$ cat src/rtl/alu_result_checker_gold_ram.sv
// Gold table storage: DEPTH x DSIZE, synchronous write, asynchronous read.
// Contents are deliberately not reset; they are loaded before each run.
module gold_ram #(
  parameter int DSIZE = 16,
  parameter int DEPTH = 16,
  parameter int AW    = $clog2(DEPTH)
) (
  input  logic             clk,
  input  logic             we,
  input  logic [AW-1:0]    waddr,
  input  logic [DSIZE-1:0] wdata,
  input  logic [AW-1:0]    raddr,
  output logic [DSIZE-1:0] rdata
);

  logic [DSIZE-1:0] mem [DEPTH];

  always_ff @(posedge clk) begin
    if (we) mem[waddr] <= wdata;
  end

  assign rdata = mem[raddr];

endmodule

$ cat config.mk
export PLATFORM = sky130hd
export DESIGN_NAME = gold_ram
export DESIGN_NICKNAME = d
export VERILOG_FILES = /design/src/rtl/alu_result_checker_gold_ram.sv
export SDC_FILE = /design/constraint.sdc
export NUM_CORES = 1
export LEC_CHECK = 0
export CORE_ASPECT_RATIO = 1.5
export CORE_MARGIN = 3
export CORE_UTILIZATION = 57
export DETAILED_ROUTE_END_ITERATION = 10
export DONT_BUFFER_PORTS = 1
export PLACE_DENSITY = 0.86
export SETUP_SLACK_MARGIN = 0.05
export SYNTH_ARGS = -nofsm -noshare
export SYNTH_HDL_FRONTEND = slang
export SYNTH_SLANG_ARGS = --single-unit
$ cat constraint.sdc
create_clock -name clk -period 2.4 [get_ports clk]
set_input_delay 0.24 -clock clk [delete_from_list [all_inputs] [get_ports clk]]
set_output_delay 0.24 -clock clk [all_outputs]
set_load 0.01 [all_outputs]
* Yosys cells after proc, flatten, opt, wreduce, memory -nomap -nowiden
Memories as Yosys holds them, arrays and structs flattened. Cells that the tools add are included.
Storage, ports and cells: output and inout bits 16, bits of input ports 26, logic and storage cells 3, memories 1, register bits 0, RAM bits 256
Memory list:
- mem | depth 16, bits a word 16, rd ports 1, clocked after memory_dff 0, write ports 1, line 16 | logic [DSIZE-1:0] mem [DEPTH];
Cells by class: muxes and demuxes 2
Operators by type and width (number):
- 1-bit two-way mux | 2

* Logic depth before layout (Yosys ltp)
word-level depth 2, depth in mapped cells 5, depth with buffers taken out 3

* Worst setup path before layout
OpenSTA, ideal clock, no wires.
kind input to register, start point input waddr[2], end point memory mem[0][0] (enable), library setup time 409 ps, path buffers 0, data arrival time 1886 ps, stages on the path 2, path slack 105 ps, cells stage by stage or3b_2 nor3_1
RTL lines:
- start: declaration | line 10 | input logic [AW-1:0] waddr,
- end: declaration | line 16
Straight into the memory's write port.

* Final worst setup path
start point memory mem[0][6], end point output rdata[6]
Between the ends: longest elaborated chain between the ends 1
RTL lines:
- memory 16 x 16 bit
- end: declaration | line 13 | output logic [DSIZE-1:0] rdata
No other way between the ends.

==> run metrics <==
Placement Cell Area 0.01006 mm²; ratio of cells with drive above 1 in the final layout 0.2633; antenna cells 0; Final Hold Fails 0; top post-synthesis cells by area edfxtp_1 79%, mux4_2 13%, mux4_1 2.7%; Crit Path Category register to primary output; top-count cell post-synth edfxtp_1; layout net count 481; filler instances 940; antenna violations before repair 0; DRT iter0 DRCs 554; pre-CTS WS 0.7505 ns; Critical Path AT 1.84 ns; Yosys cell types 18; post-DR wirelength/cell 30.74 µm; fmax 479.8 MHz; Synth Net Count 442; DR vias 4611; Total Wirelength 20.81 mm; clk buf depth 3; Cell Area, Synth 0.009723 mm²; Hold Path Origin waddr[1]; #FFs+latches synth 256; cells after synthesis 416; Num CTS Buffers 22; Clock Power Share 0.393; setup ws final 0.3158 ns; All-Layer GR Usage 0.2256; PortBufs 0; outcome finished, final reports clean; Top Ports 42; number of flops mapped to enable cells by yosys 256; design area 0.01093 mm²; Die Y 166.0 µm; first-pass GRT wire length 31.02 mm; Reg power frac 0.564; Cell Pwr Density 817.8 mW/mm²; Yosys top cell area share 0.7906; die area 0.01869 mm²; Main synth FF type edfxtp_1; area leader, netlist edfxtp_1; max reg flops 256; std cell rows 57; TritonCTS clock tree built; Synth async-reset ratio 0; setup_tns 0 ns; Final Setup Violations 0; worst-margin pin slew 0.6737 ns; switching share of total power 0.1989; Die Wd 112.6 µm; starting density of the core 0.5902; internal power 7.159 mW; Mean Syn Cell Area 23.37 µm²; CTS sink cnt 256; Worst Hold Depth 2; final period utilization 0.8684; clock-pin slew on the worst setup and hold paths 0.07 ns; Hold Crit Endpoint mem[4][5]$_DFFE_PP_; Worst Setup End Kind primary output; unrepaired setup endpoints after global routing false; Yosys Warn Count 0; Net Switching 1.777 mW; vias in the first global route 4908; Lkg Pwr 3.448 nW; final core utilization 0.6632; required time worst endpoint 2.16 ns; final critical-path required period 2.084 ns; Worst VDD drop 0.6186 mV; Slew Limit Fails 0; min-delay worst type primary input to register; grt ovf 0; residual DRC count 0; Synth top cells by count 256 x edfxtp_1, 54 x mux4_2, 32 x a22oi_1; Setup crit start kind register; DRT Pass-1 Iters 5; largest net degree at the start of global routing 65; CTS root buffer clkbuf_16; Comb power frac 0.043; post-synthesis sequential area ratio 0.7906; H-Tree Level Count 1; CP Max Fanout 1; hpwl dp 10.84 mm; Largest regs mem: 256 flops; ANT nets after route 0; area grow syn2layout 12.38%; Vias/cell 6.811; Max Cap Viol 0; most flop-heavy register mem; post-CTS sizing 0; Core Area 0.01647 mm²; gpl congestion 0.7897; Worst slew margin 0.5509
-- power groups by stage --
stage,clock network [mW],logic (mW),registers [mW]
after global routing,3.72,0.409,5.04
after detailed placement,0,0.308,5.13
after floorplan,0,0.279,5.12
after CTS,3.55,0.389,5.04
after global placement,0,0.299,5.12
final,3.51,0.389,5.04
-- metrics by stage --
step / hold slack [ns] / instances / total power, mW
after CTS: 0.1526 / 677 / 8.973
after global placement: 0.3397 / 621 / 5.420
final: 0.1644 / 677 / 8.936
after global routing: 0.1606 / 677 / 9.164
after floorplan: 0.3389 / 416 / 5.399
after detailed placement: 0.3394 / 621 / 5.440
-- cell families (layout without fill, tap and decap cells) --
| kind of cell | count (synthesis) | in the layout | share of synthesized area |
|---|---|---|---|
| mux | 64 | 64 | 0.1521 |
| simple gates | 43 | 43 | 0.01982 |
| flops | 256 | 256 | 0.7906 |
| compound gates | 32 | 32 | 0.02471 |
| buf+inv | 21 | 76 | 0.01274 |
-- cell type report --
type,count,area (µm²),area share
multi-input cells,139,1962,0.1795
clock buffers,27,590.6,0.05405
flip-flops and latches,256,7687,0.7035
well taps,206,257.7,0.02359
clock inverters,13,118.9,0.01088
repair buffers,36,310.3,0.02840
-- how the worst max path moves through the flow --
stage | from | to | slack, ns | cells after the start
after CTS | mem[1][4]$_DFFE_PP_ | rdata[4] | 0.29 | 3
after global placement | waddr[3] | mem[6][5]$_DFFE_PP_ | 0.81 | 3
after detailed placement | waddr[2] | mem[10][4]$_DFFE_PP_ | 0.75 | 3
final | mem[0][6]$_DFFE_PP_ | rdata[6] | 0.32 | 3
after global routing | mem[1][4]$_DFFE_PP_ | rdata[4] | 0.24 | 3
after floorplan | waddr[2] | mem[0][0]$_DFFE_PP_ | 0.10 | 2
-- placed cells by master (no fill, tap or decap) --
master,n
nand2b_1,2
clkbuf_1,4
or3b_2,1
dlygate4sd3_1,16
clkinv_1,3
edfxtp_1,256
mux4_2,54
mux4_1,10
nand2_1,17
nor2_1,1
and2_1,1
nor2b_1,2
nand3_1,1
clkbuf_16,23
clkinv_2,5
nand3b_1,2
clkinvlp_4,3
nor3_2,4
nor2_2,12
bufinv_16,2
buf_4,20
a22oi_1,32
-- metal layers --
metal	track usage	share of wire	vias to the layer above
li1	-	-	1856
met1	0.3149	0.36	2416
met2	0.3599	0.52	285
met3	0.04083	0.084	54
met4	0.08891	0.032	0
met5	0	0	-
-- worst max-delay path, stage by stage (launching register included) --
cell,delay (ns)
edfxtp_1,0.38
mux4_2,0.48
a22oi_1,0.29
nand2_1,0.19
-- what timing repair did --
item	CTS	global route
setup endpoints to repair	0	0
endpoints found under the hold margin	256	0
hold buffers	16	0
setup buffers	0	0
(Power assumes the default switching activity.)
